## src/rtl/defines.sv

```systemverilog
// Shared definitions for the fetch/decode front end: datapath width, queue depth and the
// {pc, instruction} record carried between fetch and decode.
package defines;

  localparam int DATA_WIDTH        = 32;
  localparam int FETCH_QUEUE_DEPTH = 4;

  typedef struct packed {
    logic [DATA_WIDTH-1:0] pc;
    logic [DATA_WIDTH-1:0] instr;
  } fetch_entry_t;

endpackage

```

## src/rtl/fetch_queue.sv

```systemverilog
// Decoupling FIFO between fetch and decode; a redirect (flush) squashes every buffered entry.
// Optional same-cycle empty-queue bypass is enabled with the FETCH_QUEUE_BYPASS_EN macro.
module fetch_queue
  import defines::*;
#(
  parameter int DEPTH = FETCH_QUEUE_DEPTH
) (
  input  logic                         clk,
  input  logic                         rst,
  input  logic                         flush_i,
  input  logic                         push_valid_i,
  output logic                         push_ready_o,
  input  logic [DATA_WIDTH-1:0]        push_pc_i,
  input  logic [DATA_WIDTH-1:0]        push_instr_i,
  output logic                         pop_valid_o,
  input  logic                         pop_ready_i,
  output logic [DATA_WIDTH-1:0]        pop_pc_o,
  output logic [DATA_WIDTH-1:0]        pop_instr_o,
  output logic [$clog2(DEPTH+1)-1:0]   count_o
);

  localparam int PTR_W = $clog2(DEPTH);
  localparam int CNT_W = $clog2(DEPTH+1);

  fetch_entry_t     mem [DEPTH];
  logic [PTR_W-1:0] wptr;
  logic [PTR_W-1:0] rptr;
  logic [CNT_W-1:0] count;

  logic         empty;
  logic         full;
  logic         bypass;
  logic         push_fire;
  logic         pop_fire;
  logic         wr_en;
  logic         rd_en;
  fetch_entry_t head;

  assign empty = (count == '0);
  assign full  = (count == CNT_W'(DEPTH));

`ifdef FETCH_QUEUE_BYPASS_EN
  // Empty queue forwards the incoming entry straight to decode unless a redirect is in flight.
  assign bypass = empty && push_valid_i && !flush_i;
`else
  assign bypass = 1'b0;
`endif

  // Ready depends on occupancy only, so decode stalls never reach the PC enable combinationally.
  assign push_ready_o = !full;
  assign pop_valid_o  = !empty || bypass;
  assign head         = bypass ? fetch_entry_t'{pc: push_pc_i, instr: push_instr_i} : mem[rptr];
  assign pop_pc_o     = head.pc;
  assign pop_instr_o  = head.instr;
  assign count_o      = count;

  assign push_fire = push_valid_i && !full;
  assign pop_fire  = pop_valid_o && pop_ready_i;
  // A bypassed entry that decode takes immediately never touches storage or pointers.
  assign wr_en     = push_fire && !(bypass && pop_ready_i);
  assign rd_en     = pop_fire && !bypass;

  always_ff @(posedge clk or posedge rst) begin
    if (rst) begin
      wptr  <= '0;
      rptr  <= '0;
      count <= '0;
      for (int i = 0; i < DEPTH; i++) begin
        mem[i] <= '0;
      end
    end else if (flush_i) begin
      wptr  <= '0;
      rptr  <= '0;
      count <= '0;
    end else begin
      if (wr_en) begin
        mem[wptr] <= fetch_entry_t'{pc: push_pc_i, instr: push_instr_i};
        wptr      <= wptr + 1'b1;
      end
      if (rd_en) begin
        rptr <= rptr + 1'b1;
      end
      case ({wr_en, rd_en})
        2'b10:   count <= count + 1'b1;
        2'b01:   count <= count - 1'b1;
        default: count <= count;
      endcase
    end
  end

endmodule

```

## config.mk

```make
export PLATFORM = sky130hd
export DESIGN_NAME = fetch_queue
export DESIGN_NICKNAME = d
export VERILOG_FILES = /design/src/rtl/defines.sv /design/src/rtl/fetch_queue.sv
export SDC_FILE = /design/constraint.sdc
export NUM_CORES = 1
export LEC_CHECK = 0
export CAP_MARGIN = 20
export CORE_UTILIZATION = 61
export DETAILED_ROUTE_END_ITERATION = 8
export GPL_ROUTABILITY_DRIVEN = 0
export GPL_TIMING_DRIVEN = 1
export PLACE_DENSITY = 0.87
export SYNTH_ARGS = -nofsm -noshare
export SYNTH_HDL_FRONTEND = slang
export SYNTH_SLANG_ARGS = --single-unit
```

## constraint.sdc

```tcl
create_clock -name clk -period 29.3 [get_ports clk]
set_clock_uncertainty 0.2 [all_clocks]
set_input_delay 5.86 -clock clk [delete_from_list [all_inputs] [get_ports clk]]
set_output_delay 5.86 -clock clk [all_outputs]
set_load 0.02 [all_outputs]
```

-- Word level (Yosys, flattened, before mapping)
Cells that the tools add are included.
- word-level logic and storage cells: 46
- flip-flop bits (word level): 263
- output and inout port bits: 69
- reduce and logical (&&, ||, !) cells: 10
- mux-type cells: 12
- add/sub/neg operators: 4
- $lt $le $gt $ge: 3
- bitwise logic cells: 3
- equal/unequal tests: 3
- operators by type and width (cell ; count):
    $bwmux W256 ; 1
    $mux W64 ; 3
    $bmux W64 S2 ; 1
    $demux W64 S2 ; 1
    $mux W2 ; 4
    $ge A3 B3 Y1 const B ; 2
    $not A2 Y3 ; 2
    $pmux W3 S2 ; 1
    $add A2 B1 Y2 const B ; 2
    $reduce_bool A2 Y1 ; 2
    $add A3 B1 Y3 const B ; 1
    $eq A3 B3 Y1 const B ; 1
    $logic_and A1 B1 Y1 ; 3
    $logic_not A3 Y1 ; 1
    $lt A3 B1 Y1 const B ; 1
    $mux W3 ; 1
    $reduce_bool A3 Y1 ; 1
    $sub A3 B1 Y3 const B ; 1
    $eq A2 B1 Y1 const B ; 1
    $eq A2 B2 Y1 const B ; 1
    $logic_not A1 Y1 ; 2
    $reduce_and A2 Y1 ; 1
    $not A1 Y1 ; 1

-- Longest topological paths before layout
Gate-level depths: netlist (run 1).
- word-level depth: 6
- gate-level depth with buffers: 7

-- Worst setup path after synthesis (run 1)
No wires, ideal clock.
- path kind: input to register
- start point: input push_valid_i
- end point: register count[2], in the netlist count_o[2]
- path buffers: 1
- cell stages on the path: 7
- library setup time: 0.082 ns
- data arrival time: 7.411 ns
- path slack: 21.607 ns
- path through: clkbuf_1 o21a_1 nor2_1 fa_1 nand2b_1 or4_1 a31oi_1
- word-level cells in the longest chain between the ends: 4
- ends and longest elaborated chain (item ; line ; source):
    start, declared ; fetch_queue.sv:11 ; input logic push_valid_i,
    $logic_and A1 B1 Y1 * ; fetch_queue.sv:57 ; assign push_fire = push_valid_i && !full;
    $eq A2 B1 Y1 or $eq A2 B2 Y1 (tied branches) ; fetch_queue.sv:83 ; case ({wr_en, rd_en})
    $pmux W3 S2 ; fetch_queue.sv:83 ;
    $mux W3 ; fetch_queue.sv:71 ; end else if (flush_i) begin
    end signal, assigned ; fetch_queue.sv:84 ; 2'b10: count <= count + 1'b1;
    end signal, assigned ; fetch_queue.sv:85 ; 2'b01: count <= count - 1'b1;
    end signal, assigned ; fetch_queue.sv:86 ; default: count <= count;
    end, declared ; fetch_queue.sv:28 ; logic [CNT_W-1:0] count;
Every way passes the cells marked *; elsewhere a longest branch is shown, timed or not.
A chain may end at the register's enable or synchronous reset.

-- Final worst setup path (run 1)
- start point: register rptr[0]
- end point: output pop_instr_o[8]
- word-level cells in the longest chain between the ends: 4
- ends and longest elaborated chain (item ; line ; source):
    start, declared ; fetch_queue.sv:27 ; logic [PTR_W-1:0] rptr;
    start signal, assigned ; fetch_queue.sv:81 ; rptr <= rptr + 1'b1;
    $not A2 Y3 (not written as such) ; fetch_queue.sv:52 ; assign head = bypass ? fetch_entry_t'{pc: push_pc_i, instr: push_instr_i} : mem[rptr];
    $bmux W64 S2 ; fetch_queue.sv:52 ;
    $mux W64 (not written as such) (2 in a row) ; fetch_queue.sv:52 ;
    end, declared ; fetch_queue.sv:18 ; output logic [DATA_WIDTH-1:0] pop_instr_o,
Every way passes these cells. The select of a mux whose other input is x is not followed.

==> impl_metrics.env, run 1 <==
export IMPL_synth_top_family_by_area="multiplexers"
export IMPL_antenna_cells_inserted=0
export IMPL_number_of_enable_type_register_cells_in_the_synthesized_netlist=0
export IMPL_ys_seq_area_share_pct=55.6
export IMPL_post_synth_top_area_cell="sky130_fd_sc_hd__dfrtp_1"
export IMPL_core_area_mm2=0.0189
export IMPL_synthDominantCellAreaShare_pct=55.6
export IMPL_cts_hold_buffers=0
export IMPL_post_route_standard_cell_area_excluding_fillers_mm2=0.0144
export IMPL_syn_to_final_growth_pct=21.6
export IMPL_report_final_hold_viol_count=0
export IMPL_chipWidth_um=141
export IMPL_final_min_clock_period_ps=9340
export IMPL_dpl_cell_area_mm2=0.0134
export IMPL_chipHeight_um=141
export IMPL_post_synth_cell_area_avg_um2=17.4
export IMPL_synth_xor_xnor_area_share_pct=0.222
export IMPL_synth_async_sr_flop_share_pct=100
export IMPL_hold_path_class="reg -> reg"
export IMPL_yosys_area_share_simple_pct=1.35
export IMPL_netlist_top_cells_area="sky130_fd_sc_hd__dfrtp_1 (56%), sky130_fd_sc_hd__mux2_2 (19%), sky130_fd_sc_hd__mux4_2 (12%)"
export IMPL_post_dr_wirelength_cell_um=22.7
export IMPL_antenna_violations_before_repair=0
export IMPL_clock_tree_htree_level_count=1
export IMPL_grt_overflow_total=0
export IMPL_rsz0062_at_grt="false"
export IMPL_clk_insertion_delay_late_ps=530
export IMPL_grt_start_max_net_pins=117
export IMPL_critical_path_required_ps=23240
export IMPL_instance_count_after_placement_with_tap_cells_included=1040
export IMPL_path_clk_slew_ps=60
export IMPL_transition_time_at_the_pin_with_the_least_slew_margin_ps=1090
export IMPL_yosys_register_bits=263
export IMPL_max_cap_viol_count=0
export IMPL_drt_vias_per_instance=5.96
export IMPL_dominant_synthesized_flop_cell="sky130_fd_sc_hd__dfrtp_1"
export IMPL_synth_area_mm2=0.0118
export IMPL_clkSinkCount=263
export IMPL_grt_pass1_wl_um=40000
export IMPL_min_delay_path_depth=1
export IMPL_crit_path_max_fanout=34
export IMPL_drt_first_pass_iters=5
export IMPL_yosys_area_share_adder_pct=0.592
export IMPL_power_density_normalized_to_cell_area_mw_per_mm2=90.8
export IMPL_fin_hold_ws_ps=299
export IMPL_synth_mux_area_share_pct=38.4
export IMPL_critPathCaptureType="output port"
export IMPL_post_synth_num_cell_types=39
export IMPL_fp_row_count=50
export IMPL_final_max_slew_viol_count=0
export IMPL_num_nets_final=885
export IMPL_drt_initial_drc_count=263
export IMPL_timing_slew_headroom_pct=27.1
export IMPL_detailroute_via_count=6513
export IMPL_drt_total_wl_um=24800
export IMPL_globalRouteTotalUtil_pct=26.1
export IMPL_worst_setup_path_start_kind="flop"
export IMPL_critical_path_arrival_ps=3280
export IMPL_buffer_ports_inserted=137
export IMPL_numCtsBuffers=28
export IMPL_drcViolationCount=0
export IMPL_run_status="complete, no violations"
export IMPL_total_leakage_power_nw=6.27
export IMPL_instances_no_fill=1092
export IMPL_setup_viol_count_final=0
export IMPL_number_of_nets_with_antenna_violations_after_routing=0
export IMPL_synthesis_instances=681
export IMPL_die_area_mm2=0.0200
export IMPL_drive_gt1_share_pct=46.0
export IMPL_effective_utilization_at_floorplan_pct=62.7
export IMPL_syn_nets=755
export IMPL_timing_fmax_mhz=107
export IMPL_vias_in_the_first_global_route=7385
export IMPL_critical_path_class="reg -> out"
export IMPL_ioPinCount=138
export IMPL_timing_reg2reg_worst_path_depth=5
export IMPL_postCtsSetupRepairBufs=0
export IMPL_tritoncts="built"
export IMPL_ys_warnings_count=0
export IMPL_fin_tns_setup_ps=0
export IMPL_final_period_utilization_pct=31.9
export IMPL_vdd_ir_drop_worst_mv=0.0593
export IMPL_compound_cell_area_share_of_the_yosys_netlist_pct=0.909
export IMPL_ctsLongestPathBuffers=3
export IMPL_post_dp_hpwl_um=14900
export IMPL_cts_resized=0
export IMPL_clk_root_buffer_cell="sky130_fd_sc_hd__clkbuf_16"
cell usage in the layout (no fill, tap or decap), types with 6 or more instances in the layout:
cell type,Yosys,final
sky130_fd_sc_hd__mux2_2,196,196
sky130_fd_sc_hd__mux4_2,64,64
sky130_fd_sc_hd__clkbuf_16,0,29
sky130_fd_sc_hd__mux2_4,60,60
sky130_fd_sc_hd__clkbuf_8,0,9
sky130_fd_sc_hd__clkbuf_1,9,6
sky130_fd_sc_hd__nor2_1,7,7
sky130_fd_sc_hd__clkdlybuf4s50_1,0,137
sky130_fd_sc_hd__dfrtp_1,263,261
critical path: stages, from the launching register on:
cell,delay (ps)
sky130_fd_sc_hd__dfrtp_4,870
sky130_fd_sc_hd__buf_4,660
sky130_fd_sc_hd__mux4_2,620
sky130_fd_sc_hd__clkdlybuf4s50_1,560
layout make-up:
type,count,area (um^2)
clock buffer,44,872
clock inverter,7,135
fill,1095,4500
inverter,5,26.3
multi-input combinational,368,4940
sequential,263,6590
tap,260,325
timing repair buffer,145,1510
cells by family (layout without fill, tap and decap cells):
family	Yosys count	count (layout)
muxes	320	320
DFF	263	263
buffers and inverters	50	201
and+or+nand+nor	24	24
AOI/OAI and AO/OA	16	16
adders and majority gates	5	5
xor gates and xnor gates	3	3
routing by layer:
layer / global-route usage [%] / vias to the layer above / wire, um
li1: - / 2824 / -
met1: 33.9 / 3502 / 10100
met2: 45.9 / 145 / 13200
met3: 4.42 / 42 / 1040
met4: 6.52 / 0 / 457
met5: 0 / - / 0
registers in the layout, indices dropped and copies added, names as in the netlist:
| register | cells |
|---|---|
| mem | 256 |
| wptr | 2 |
| rptr | 2 |
| count_o | 3 |
power by group:
group          switching (W)  total [W]  internal [W]
Clock               0.000141   0.000379      0.000238
Sequential         0.0000708   0.000546      0.000475
Combinational       0.000144   0.000381      0.000237
final timing paths:
check	from	end	slack [ps]
worst max-delay path	rptr[0]$_DFFE_PP0P_	pop_instr_o[8]	19960
worst min-delay path	mem[1]$_DFFE_PP0P_	mem[1]$_DFFE_PP0P_	300
worst max register to register	count_o[0]$_DFFE_PP0P_	mem[189]$_DFFE_PP0P_	26250
worst min register to register	mem[1]$_DFFE_PP0P_	mem[1]$_DFFE_PP0P_	300
max in group asynchronous	rst	mem[7]$_DFFE_PP0P_	21110
min in group asynchronous	rst	mem[113]$_DFFE_PP0P_	5700
per-stage QoR:
stage                     util (%)  power, W  setup slack (ps)
after floorplan                  -  0.000790             16000
after global placement        70.3  0.000902             20280
after detailed placement      70.7  0.000930             20220
after CTS                     76.0   0.00132             19900
after global routing          76.2   0.00136             19790
final                         76.2   0.00131             19960
synth_stat cells, types with 2 or more instances:
| cell type | number |
|---|---|
| sky130_fd_sc_hd__dfrtp_1 | 263 |
| sky130_fd_sc_hd__mux2_2 | 196 |
| sky130_fd_sc_hd__mux4_2 | 64 |
| sky130_fd_sc_hd__mux2_4 | 60 |
| sky130_fd_sc_hd__buf_2 | 27 |
| sky130_fd_sc_hd__clkbuf_1 | 9 |
| sky130_fd_sc_hd__buf_12 | 7 |
| sky130_fd_sc_hd__nor2_1 | 7 |
| sky130_fd_sc_hd__ha_1 | 4 |
| sky130_fd_sc_hd__inv_1 | 4 |
| sky130_fd_sc_hd__nand3_1 | 4 |
| sky130_fd_sc_hd__o21ai_0 | 4 |
| sky130_fd_sc_hd__nand3_2 | 3 |
| sky130_fd_sc_hd__a21oi_1 | 2 |
| sky130_fd_sc_hd__a31oi_1 | 2 |
| sky130_fd_sc_hd__xor2_1 | 2 |
Power figures use the tool's default switching activity.
==> run 2: changes to the inputs <==
--- a/config.mk
+++ b/config.mk
@@ -6,11 +6,11 @@
 export NUM_CORES = 1
 export LEC_CHECK = 0
 export CAP_MARGIN = 20
-export CORE_UTILIZATION = 61
+export CORE_UTILIZATION = 56
 export DETAILED_ROUTE_END_ITERATION = 8
 export GPL_ROUTABILITY_DRIVEN = 0
 export GPL_TIMING_DRIVEN = 1
-export PLACE_DENSITY = 0.87
+export PLACE_DENSITY = 0.81
 export SYNTH_ARGS = -nofsm -noshare
 export SYNTH_HDL_FRONTEND = slang
 export SYNTH_SLANG_ARGS = --single-unit
==> constraint.sdc (replaced) <==
create_clock -name clk -period 8.8 [get_ports clk]
set_clock_uncertainty 0.2 [all_clocks]
set_input_delay 1.76 -clock clk [delete_from_list [all_inputs] [get_ports clk]]
set_output_delay 1.76 -clock clk [all_outputs]
set_load 0.02 [all_outputs]
==> run 2 against run 1 <==
Net effect: flip-flop and latch count stayed put; sequential share of layout area rose by 0.59 points; largest power group unchanged; critical endpoint is now pop_instr_o[9]; core utilization shrank 6.8 points; highest routed layer unchanged.
==> impl_metrics.env, run 2 (synthesis gave the netlist of run 1 again) <==
export IMPL_grt_overflow_total=0
export IMPL_critical_path_arrival_ps=3270
export IMPL_drive_gt1_share_pct=45.8
export IMPL_drt_initial_drc_count=255
export IMPL_worst_path_bufs_invs=2
export IMPL_clk_insertion_delay_late_ps=510
export IMPL_clkSinkCount=263
export IMPL_timing_critical_path_cells="buf_4 -> mux4_2 -> clkdlybuf4s50_1"
export IMPL_fin_tns_setup_ps=0
export IMPL_fp_row_count=52
export IMPL_layout_common_cells="sky130_fd_sc_hd__dfrtp_1 (261), sky130_fd_sc_hd__mux2_2 (196), sky130_fd_sc_hd__clkdlybuf4s50_1 (137)"
export IMPL_vias_in_the_first_global_route=7434
export IMPL_power_sequential_fraction_pct=43.3
export IMPL_grt_pass1_wl_um=39400
export IMPL_report_final_hold_viol_count=0
export IMPL_power_frac_clock_pct=26.7
export IMPL_chipHeight_um=147
export IMPL_instance_count_after_placement_with_tap_cells_included=1050
export IMPL_setup_viol_count_final=0
export IMPL_tritoncts="built"
export IMPL_numCtsBuffers=27
export IMPL_num_nets_final=883
export IMPL_path_clk_slew_ps=60
export IMPL_drt_first_pass_iters=4
export IMPL_ioPinCount=138
export IMPL_ctsLongestPathBuffers=3
export IMPL_met1Wirelength_um=10000
export IMPL_post_dp_hpwl_um=14700
export IMPL_power_switching_share_pct=27.5
export IMPL_nFillCells=1382
export IMPL_core_area_mm2=0.0205
export IMPL_final_min_clock_period_ps=5230
export IMPL_detailroute_via_count=6432
export IMPL_post_dr_wirelength_cell_um=21.8
export IMPL_postCtsSetupRepairBufs=0
export IMPL_antenna_violations_before_repair=0
export IMPL_vdd_ir_drop_worst_mv=0.171
export IMPL_run_status="complete, no violations"
export IMPL_antenna_cells_inserted=0
export IMPL_drt_total_wl_um=23900
export IMPL_timing_fmax_mhz=191
export IMPL_clk_root_buffer_cell="sky130_fd_sc_hd__clkbuf_16"
export IMPL_buffer_ports_inserted=137
export IMPL_met3RoutedLength_um=949
export IMPL_final_common_cell="sky130_fd_sc_hd__dfrtp_1"
export IMPL_max_reg_flops=256
export IMPL_number_of_nets_with_antenna_violations_after_routing=0
export IMPL_timing_slew_headroom_pct=25.8
export IMPL_post_route_standard_cell_area_excluding_fillers_mm2=0.0142
export IMPL_max_cap_viol_count=0
export IMPL_syn_to_final_growth_pct=20.1
export IMPL_critical_path_class="reg -> out"
export IMPL_critical_path_required_ps=6840
export IMPL_portion_of_total_power_attributed_to_combinational_logic_pct=30.0
export IMPL_met2WireLength_um=12400
export IMPL_drt_vias_per_instance=5.86
export IMPL_instances_no_fill=1098
export IMPL_die_area_mm2=0.0217
export IMPL_critPathCaptureType="output port"
export IMPL_dpl_cell_area_mm2=0.0133
export IMPL_transition_time_at_the_pin_with_the_least_slew_margin_ps=1110
export IMPL_power_density_normalized_to_cell_area_mw_per_mm2=295
export IMPL_grt_start_max_net_pins=165
export IMPL_final_max_slew_viol_count=0
export IMPL_max_stage_delay_cell_worst_path="sky130_fd_sc_hd__dfrtp_4"
export IMPL_internal_power_w=0.00304
export IMPL_cts_hold_buffers=0
export IMPL_rsz0062_at_grt="false"
export IMPL_chipWidth_um=147
export IMPL_globalRouteTotalUtil_pct=23.2
export IMPL_worst_setup_path_start_kind="flop"
export IMPL_p_switching_w=0.00115
export IMPL_total_leakage_power_nw=6.17
export IMPL_hold_path_class="reg -> reg"
export IMPL_drcViolationCount=0
export IMPL_effective_utilization_at_floorplan_pct=57.8
export IMPL_crit_path_max_fanout=36
export IMPL_cts_resized=0
export IMPL_max_stage_delay_ps=860
export IMPL_highest_signal_layer="met4"
export IMPL_worst_path_top_cell_family_by_delay="buffers and inverters"
export IMPL_final_period_utilization_pct=59.4
export IMPL_clock_tree_htree_level_count=1
export IMPL_top_register="mem"
## run 2: power groups by stage
stage,combinational (W),clock [W],sequential [W]
final,0.00126,0.00112,0.00181
after global routing,0.00133,0.00119,0.00186
after CTS,0.00127,0.00115,0.00181
after detailed placement,0.00127,0,0.00183
after global placement,0.00122,0,0.00178
after floorplan,0.000909,0,0.00172
## run 2: layout make-up
type	instances	area [um^2]	share of cell area, %
Clock buffer	39	781	5.49
Clock inverter	9	97.6	0.687
Inverter	5	22.5	0.158
Multi-Input combinational cell	368	4940	34.7
Sequential cell	263	6590	46.4
Tap cell	270	338	2.38
Timing Repair Buffer	144	1450	10.2
## run 2: worst register-to-register path, delay by kind of cell (launching register included)
kind | cells | cell delay [ps]
and+or+nand+nor | 2 | 870
muxes | 1 | 420
buffers and inverters | 2 | 910
DFF | 1 | 500
## run 2: worst paths after layout
| check | from | slack [ps] | cells after the start | to |
|---|---|---|---|---|
| max | rptr[0]$_DFFE_PP0P_ | 3570 | 3 | pop_instr_o[9] |
| min in group asynchronous | rst | 1510 | 2 | mem[102]$_DFFE_PP0P_ |
| min | mem[233]$_DFFE_PP0P_ | 300 | 1 | mem[233]$_DFFE_PP0P_ |
| max in group asynchronous | rst | 5510 | 3 | rptr[0]$_DFFE_PP0P_ |
| max reg2reg | count_o[2]$_DFFE_PP0P_ | 5800 | 5 | mem[191]$_DFFE_PP0P_ |
| min reg2reg | mem[233]$_DFFE_PP0P_ | 300 | 1 | mem[233]$_DFFE_PP0P_ |
## run 2: metal layers
layer	vias up	track usage, %
li1	2807	-
met1	3456	29.5
met2	133	41.4
met3	36	3.73
met4	0	6.24
met5	-	0
## run 2: stage by stage
stage	hold WS (ps)	setup WS, ps	power (W)	util (%)
2_1_floorplan	274	3370	0.00263	-
3_3_place_gp	281	3840	0.00301	65.0
3_5_place_dp	287	3800	0.00310	65.1
4_1_cts	301	3470	0.00423	69.3
5_1_grt	317	3350	0.00439	69.3
6_report	298	3570	0.00419	69.3
